===== config.mk =====
export PLATFORM = sky130hd
export DESIGN_NAME = fetch_ctrl_flat
export DESIGN_NICKNAME = d
export VERILOG_FILES = /design/src/rtl/fetch_pkg.sv /design/src/rtl/fetch_ctrl_if.sv /design/src/rtl/fetch_ctrl_pc_reg.sv /design/src/rtl/fetch_ctrl.sv /design/src/flat_wrapper.sv
export SDC_FILE = /design/constraint.sdc
export NUM_CORES = 1
export LEC_CHECK = 0
export CORE_ASPECT_RATIO = 1.4
export CORE_UTILIZATION = 35
export DETAILED_ROUTE_END_ITERATION = 16
export PLACE_DENSITY = 0.74
export SLEW_MARGIN = 25
export SYNTH_ARGS = -nofsm -noshare
export SYNTH_HDL_FRONTEND = slang
export SYNTH_SLANG_ARGS = --single-unit

===== constraint.sdc =====
create_clock -name clock -period 1.9 [get_ports clock]
set_input_delay 0.475 -clock clock [delete_from_list [all_inputs] [get_ports clock]]
set_output_delay 0.475 -clock clock [all_outputs]
set_load 0.01 [all_outputs]

===== src/rtl/fetch_pkg.sv =====
// Shared fetch definitions: sequencer state encoding and program-space constants.
// Imported by the fetch sequencer, its PC register and its bus interface.
// RESET_ADDR/LAST_ADDR are shared with the ROM and decoder so all agree on program bounds.
package fetch_pkg;

  localparam int ADDR_W_DEF     = 3;
  localparam int DATA_W_DEF     = 3;
  localparam int RESET_ADDR_DEF = 0;
  localparam int LAST_ADDR_DEF  = 6;

  typedef enum logic [2:0] {
    ST_IDLE,
    ST_FETCH,
    ST_CAPTURE,
    ST_VALID,
    ST_HALT
  } state_t;

endpackage


===== src/rtl/fetch_ctrl_if.sv =====
// Fetch bus bundle: ROM read port plus the instruction valid/ready channel to the decoder.
// master = fetch sequencer side (drives ROM address and instruction).
// slave  = ROM/decoder side (returns ROM data, handshake ready and jump request).
interface fetch_ctrl_if
  import fetch_pkg::*;
#(
  parameter int ADDR_W = ADDR_W_DEF,
  parameter int DATA_W = DATA_W_DEF
);

  logic              rom_enable;
  logic [ADDR_W-1:0] rom_addr;
  logic [DATA_W-1:0] rom_data;
  logic [DATA_W-1:0] instr;
  logic [ADDR_W-1:0] instr_pc;
  logic              instr_valid;
  logic              instr_ready;
  logic              jump_en;
  logic [ADDR_W-1:0] jump_addr;

  modport master (
    output rom_enable, rom_addr, instr, instr_pc, instr_valid,
    input  rom_data, instr_ready, jump_en, jump_addr
  );

  modport slave (
    input  rom_enable, rom_addr, instr, instr_pc, instr_valid,
    output rom_data, instr_ready, jump_en, jump_addr
  );

endinterface


===== src/rtl/fetch_ctrl_pc_reg.sv =====
// Program counter: loads RESET_ADDR on restart, else advances to jump target or PC+1.
// Ports: clock/reset_n, load_reset, advance, sel_jump, jump_addr in; pc, next_pc, overflow out.
// next_pc is one bit wider than the PC so a carry past the top address is visible.
module pc_reg
  import fetch_pkg::*;
#(
  parameter int ADDR_W     = ADDR_W_DEF,
  parameter int RESET_ADDR = RESET_ADDR_DEF
) (
  input  logic              clock,
  input  logic              reset_n,
  input  logic              load_reset,
  input  logic              advance,
  input  logic              sel_jump,
  input  logic [ADDR_W-1:0] jump_addr,
  output logic [ADDR_W-1:0] pc,
  output logic [ADDR_W:0]   next_pc,
  output logic              overflow
);

  always_comb begin
    next_pc = {1'b0, pc} + {{ADDR_W{1'b0}}, 1'b1};
    if (sel_jump) begin
      next_pc = {1'b0, jump_addr};
    end
  end

  assign overflow = next_pc[ADDR_W];

  always_ff @(posedge clock or negedge reset_n) begin
    if (!reset_n) begin
      pc <= ADDR_W'(RESET_ADDR);
    end else if (load_reset) begin
      pc <= ADDR_W'(RESET_ADDR);
    end else if (advance) begin
      pc <= next_pc[ADDR_W-1:0];
    end
  end

endmodule


===== src/rtl/fetch_ctrl.sv =====
// Instruction-fetch sequencer: walks the ROM from RESET_ADDR, one instruction every 3 cycles.
// Ports: clock, reset_n, start in; bus (ROM port + instr valid/ready + jump) master; busy, halt out.
// Decoder stalls hold instr/instr_pc stable and keep the ROM idle; fetch past LAST_ADDR halts.
module fetch_ctrl
  import fetch_pkg::*;
#(
  parameter int ADDR_W     = ADDR_W_DEF,
  parameter int DATA_W     = DATA_W_DEF,
  parameter int RESET_ADDR = RESET_ADDR_DEF,
  parameter int LAST_ADDR  = LAST_ADDR_DEF
) (
  input  logic         clock,
  input  logic         reset_n,
  input  logic         start,
  fetch_ctrl_if.master bus,
  output logic         busy,
  output logic         halt
);

  state_t            state;
  logic [ADDR_W-1:0] pc;
  logic [ADDR_W:0]   next_pc;
  logic              overflow;
  logic              fire;
  logic              load_reset;
  logic              beyond_last;
  logic              advance;

  assign fire       = (state == ST_VALID) && bus.instr_ready;
  assign load_reset = start && ((state == ST_IDLE) || (state == ST_HALT));
  // A carry out of the PC means the target is past the top of the address space.
  assign beyond_last = overflow || (next_pc[ADDR_W-1:0] > ADDR_W'(LAST_ADDR));
  // PC only moves on an in-range handshake; a halting handshake leaves it as is.
  assign advance    = fire && !beyond_last;

  pc_reg #(
    .ADDR_W     (ADDR_W),
    .RESET_ADDR (RESET_ADDR)
  ) u_pc_reg (
    .clock      (clock),
    .reset_n    (reset_n),
    .load_reset (load_reset),
    .advance    (advance),
    .sel_jump   (bus.jump_en),
    .jump_addr  (bus.jump_addr),
    .pc         (pc),
    .next_pc    (next_pc),
    .overflow   (overflow)
  );

  // FETCH lasts exactly one cycle, so the enable can never be high twice in a row.
  assign bus.rom_enable = (state == ST_FETCH);
  assign bus.rom_addr   = pc;

  always_ff @(posedge clock or negedge reset_n) begin
    if (!reset_n) begin
      state           <= ST_IDLE;
      bus.instr       <= '0;
      bus.instr_pc    <= '0;
      bus.instr_valid <= 1'b0;
      busy            <= 1'b0;
      halt            <= 1'b0;
    end else begin
      case (state)
        ST_IDLE, ST_HALT: begin
          if (start) begin
            state <= ST_FETCH;
            busy  <= 1'b1;
            halt  <= 1'b0;
          end
        end
        ST_FETCH: begin
          // ROM registers its output on this edge; data is readable in CAPTURE.
          state <= ST_CAPTURE;
        end
        ST_CAPTURE: begin
          bus.instr       <= bus.rom_data;
          bus.instr_pc    <= pc;
          bus.instr_valid <= 1'b1;
          state           <= ST_VALID;
        end
        ST_VALID: begin
          if (bus.instr_ready) begin
            bus.instr_valid <= 1'b0;
            if (beyond_last) begin
              state <= ST_HALT;
              halt  <= 1'b1;
              busy  <= 1'b0;
            end else begin
              state <= ST_FETCH;
            end
          end
        end
        default: begin
          state           <= ST_IDLE;
          bus.instr_valid <= 1'b0;
          busy            <= 1'b0;
          halt            <= 1'b0;
        end
      endcase
    end
  end

endmodule


===== src/flat_wrapper.sv =====
// flat-port wrapper written by rule: the top's interface ports become plain ports
module fetch_ctrl_flat import fetch_pkg::*;
#(
  parameter int ADDR_W     = ADDR_W_DEF,
  parameter int DATA_W     = DATA_W_DEF,
  parameter int RESET_ADDR = RESET_ADDR_DEF,
  parameter int LAST_ADDR  = LAST_ADDR_DEF
)
  (clock, reset_n, start, busy, halt, bus_rom_enable, bus_rom_addr, bus_instr, bus_instr_pc, bus_instr_valid, bus_rom_data, bus_instr_ready, bus_jump_en, bus_jump_addr);
  fetch_ctrl_if #(.ADDR_W(ADDR_W), .DATA_W(DATA_W)) bus_i ();
  input  logic clock;
  input  logic reset_n;
  input  logic start;
  output logic busy;
  output logic halt;
  output wire logic [$bits(bus_i.rom_enable)-1:0] bus_rom_enable;
  output wire logic [$bits(bus_i.rom_addr)-1:0] bus_rom_addr;
  output wire logic [$bits(bus_i.instr)-1:0] bus_instr;
  output wire logic [$bits(bus_i.instr_pc)-1:0] bus_instr_pc;
  output wire logic [$bits(bus_i.instr_valid)-1:0] bus_instr_valid;
  input wire logic [$bits(bus_i.rom_data)-1:0] bus_rom_data;
  input wire logic [$bits(bus_i.instr_ready)-1:0] bus_instr_ready;
  input wire logic [$bits(bus_i.jump_en)-1:0] bus_jump_en;
  input wire logic [$bits(bus_i.jump_addr)-1:0] bus_jump_addr;
  assign bus_rom_enable = bus_i.rom_enable;
  assign bus_rom_addr = bus_i.rom_addr;
  assign bus_instr = bus_i.instr;
  assign bus_instr_pc = bus_i.instr_pc;
  assign bus_instr_valid = bus_i.instr_valid;
  assign bus_i.rom_data = bus_rom_data;
  assign bus_i.instr_ready = bus_instr_ready;
  assign bus_i.jump_en = bus_jump_en;
  assign bus_i.jump_addr = bus_jump_addr;
  fetch_ctrl #(.ADDR_W(ADDR_W), .DATA_W(DATA_W), .RESET_ADDR(RESET_ADDR), .LAST_ADDR(LAST_ADDR)) u_core (.clock(clock), .reset_n(reset_n), .start(start), .bus(bus_i), .busy(busy), .halt(halt));
endmodule

==> results of run 1 <==
==> power by group <==
part           internal (W)  leakage [nW]  total (W)  switching, W
registers          0.000481         0.175   0.000608      0.000127
logic              0.000646         0.309    0.00110      0.000451
clock network     0.0000816        0.0150   0.000182      0.000101
==> final timing paths <==
path                            cells past startpoint                                  to                          startpoint  slack, ps
worst max register to register                      6   u_core.u_pc_reg.pc[2]$_DFFE_PN0P_   u_core.u_pc_reg.pc[0]$_DFFE_PN0P_        150
worst max-delay path                                2                     bus_rom_addr[0]   u_core.u_pc_reg.pc[0]$_DFFE_PN0P_         60
min in group asynchronous                           2         u_core.state[0]$_DFFE_PN0P_                             reset_n        500
worst min register to register                      1  u_core.bus.instr_valid$_DFFE_PN0P_  u_core.bus.instr_valid$_DFFE_PN0P_        490
max in group asynchronous                           2   u_core.u_pc_reg.pc[0]$_DFFE_PN0P_                             reset_n       1210
worst min-delay path                                1  u_core.bus.instr_valid$_DFFE_PN0P_  u_core.bus.instr_valid$_DFFE_PN0P_        490
==> worst max-delay path, delay by kind of cell, from the launching register on <==
family	cells	cell delay, ps
buffers and inverters	2	700
flip-flops	1	390
==> kinds of logic (layout without fill, tap and decap cells) <==
family	count (synthesis)	after routing	synth area share (%)
AO/OA/AOI/OAI	14	14	14.9
XOR/XNOR	1	1	1.15
adder cells (fa/ha/maj)	1	1	1.64
buffers and inverters	2	38	1.14
flip-flops	15	15	49.1
multiplexers	8	8	12.1
AND/OR/NAND/NOR	26	26	20.0
==> metrics by stage <==
step	TNS [ps]	util, %	std cells	cell area (sq um)
6_report	0	56.5	124	1140
5_1_grt	0	56.5	124	1140
4_1_cts	0	56.3	124	1140
3_5_place_dp	-1160	55.0	120	1110
3_3_place_gp	-867	55.0	120	1110
2_1_floorplan	0	-	67	786
==> layout make-up <==
| type | instances | area (sq um) |
|---|---|---|
| timing repair buffer | 33 | 307 |
| inverter | 1 | 3.75 |
| fill | 168 | 880 |
| sequential | 15 | 378 |
| tap | 21 | 26.3 |
| multi-input combinational | 50 | 400 |
| clock buffer | 4 | 26.3 |
==> synthesized netlist by cell type <==
cell and number:
sky130_fd_sc_hd__o22ai_1 1, sky130_fd_sc_hd__a211oi_1 2, sky130_fd_sc_hd__inv_1 1, sky130_fd_sc_hd__a21o_1 2, sky130_fd_sc_hd__xnor2_1 1, sky130_fd_sc_hd__and3_1 1, sky130_fd_sc_hd__buf_2 1, sky130_fd_sc_hd__o21ai_1 4
sky130_fd_sc_hd__nor3_1 1, sky130_fd_sc_hd__nand3b_1 2, sky130_fd_sc_hd__nor3_4 1, sky130_fd_sc_hd__a21oi_1 1, sky130_fd_sc_hd__nand2b_1 1, sky130_fd_sc_hd__ha_1 1, sky130_fd_sc_hd__nand2b_2 1, sky130_fd_sc_hd__mux2_4 1
sky130_fd_sc_hd__nand2_1 5, sky130_fd_sc_hd__and3_2 1, sky130_fd_sc_hd__and2_1 2, sky130_fd_sc_hd__nand4b_1 1, sky130_fd_sc_hd__o21a_1 1, sky130_fd_sc_hd__a32o_1 1, sky130_fd_sc_hd__nand4_1 1, sky130_fd_sc_hd__nor3b_1 2
sky130_fd_sc_hd__nor2_1 7, sky130_fd_sc_hd__mux2_2 6, sky130_fd_sc_hd__o311ai_4 1, sky130_fd_sc_hd__dfrtp_1 15, sky130_fd_sc_hd__a311oi_1 1, sky130_fd_sc_hd__mux2i_1 1
==> routing by layer <==
| metal | track usage (%) | share of wire, % |
|---|---|---|
| met2 | 25.4 | 49 |
| met1 | 18.7 | 43 |
| met3 | 3.16 | 5.0 |
| met4 | 11.1 | 2.9 |
| met5 | 0 | 0 |
==> timing repair <==
| action | in CTS | in global routing |
|---|---|---|
| pin swaps | 0 | 1 |
| resized for setup | 1 | 2 |
| endpoints found under the setup margin | 1 | 4 |
| gates cloned | 0 | 0 |
| buffers inserted | 0 | 0 |
==> flow_summary.ini, run 1 <==
[routing]
vias_per_cell = 5.27
post_drt_wl_per_cell_um = 13.2
detailroute.via_count = 654
drtAntennaViolNets = 0
post-route-drc-count = 0
drt_first_iter_violations = 16
routed_wl_um = 1630
detailedRoute.firstPassIterationCount = 4

[timing]
fin_hold_viols = 0
worst_slew_margin_rel_pct = 79.5
final_period_minus_worst_setup_slack_ps = 1840
timing.hold.ws_ps = 493
timing.final.ws_setup_ps = 55.1
final_clock_period_utilization_by_the_worst_path_pct = 97.1
report.final.slew_viol_count = 0
max_freq_mhz = 542
grt_setup_unrepaired = no
setup_violations = 0
finClkSkew_ps = 7.63
worstMarginPinSlew_ps = 306

[critical_path]
timing.critical_path.arrival_ps = 1370
critical_path.slowest_cell = sky130_fd_sc_hd__clkdlybuf4s50_1
timing.critical_path.to_type = output pin
required_ps = 1420
path_cells = buf_4, clkdlybuf4s50_1
cp_slowest_stage_delay_ps = 540
path_class = reg2out
start_kind = flop
critPathMaxFanout = 6

[finish]
most_common_cell_after_layout_fill_and_taps_aside = sky130_fd_sc_hd__clkdlybuf4s50_1
area_delta_synth_final_pct = 49.3
most-common-layout-cells = 21 x sky130_fd_sc_hd__clkdlybuf4s50_1, 13 x sky130_fd_sc_hd__dfrtp_1, 10 x sky130_fd_sc_hd__buf_4, 7 x sky130_fd_sc_hd__nor2_1, 6 x sky130_fd_sc_hd__mux2_2
antenna_cells_inserted = 0
finalNetCount = 116
drive_gt1_share_pct = 27.2

[place]
pre_cts_worst_setup_slack_ps = -279
place_congestion = 0.832
dp_hpwl_um = 1250
port_buffers = 23

[logic_synthesis]
yosysWarnings = 0
yosys.area.top_type_share_pct = 49.1
synthesized_instance_count = 67
synth.distinct_cells = 30
yosysTopAreaCell = sky130_fd_sc_hd__dfrtp_1
synth_area_leaders = sky130_fd_sc_hd__dfrtp_1 49%, sky130_fd_sc_hd__mux2_2 8.8%, sky130_fd_sc_hd__nor2_1 3.4%, sky130_fd_sc_hd__o311ai_4 3.4%, sky130_fd_sc_hd__o21ai_1 2.6%
post_synth_instance_area_sq_um = 764
synth_fp_nets = 79
postSynthAreaPerCell_sq_um = 11.4
seq_area_frac_synth_pct = 49.1
ys_seq_elements = 15

[pwr]
vdd_ir_drop_max_mv = 0.824
power_w = 0.00189
power_density_nw_per_um2 = 1650
power.static_leakage_nw = 0.500

[clock_tree]
numClockSinks = 15
cts_made_buffers = 3
clkSlewWorstSetupHoldPaths_ps = 90
hold_buffers = 0
clock_path_buffers = 2
clock_tree.htree_level_count = 1
clock_tree.root_cell = sky130_fd_sc_hd__clkbuf_4
cts_tree = built
clkLatencyLatePin_ps = 290

[floorplan]
floorplan.die_area_sq_um = 2380
initial_core_util_pct = 37.8
chipHeight_um = 57.3
num_io_pins = 24
rows = 19
core_region_area_sq_um = 2020
die-width_um = 41.5

[global_route]
grt_util_all_layers_pct = 15.8
grt_overflow_total = 0
grt_pass1_wl_um = 2880
antenna_found_initial = 0
grt_max_degree = 16
grt_pass1_vias = 640

[run]
maxCapViolations = 0

[min_path]
holdCritPathClass = reg2reg

[status]
status = finished clean
No activity file was read; power rests on OpenSTA's default activity.
==> run 2: changes to the inputs <==
--- a/config.mk
+++ b/config.mk
@@ -7,7 +7,9 @@
 export LEC_CHECK = 0
 export CORE_ASPECT_RATIO = 1.4
 export CORE_UTILIZATION = 35
+export CTS_CLUSTER_DIAMETER = 50
 export DETAILED_ROUTE_END_ITERATION = 16
+export HOLD_SLACK_MARGIN = 0.15
 export PLACE_DENSITY = 0.74
 export SLEW_MARGIN = 25
 export SYNTH_ARGS = -nofsm -noshare
==> results of run 2 <==
No change in the layout: final DEF, timing and power equal those of run 1.
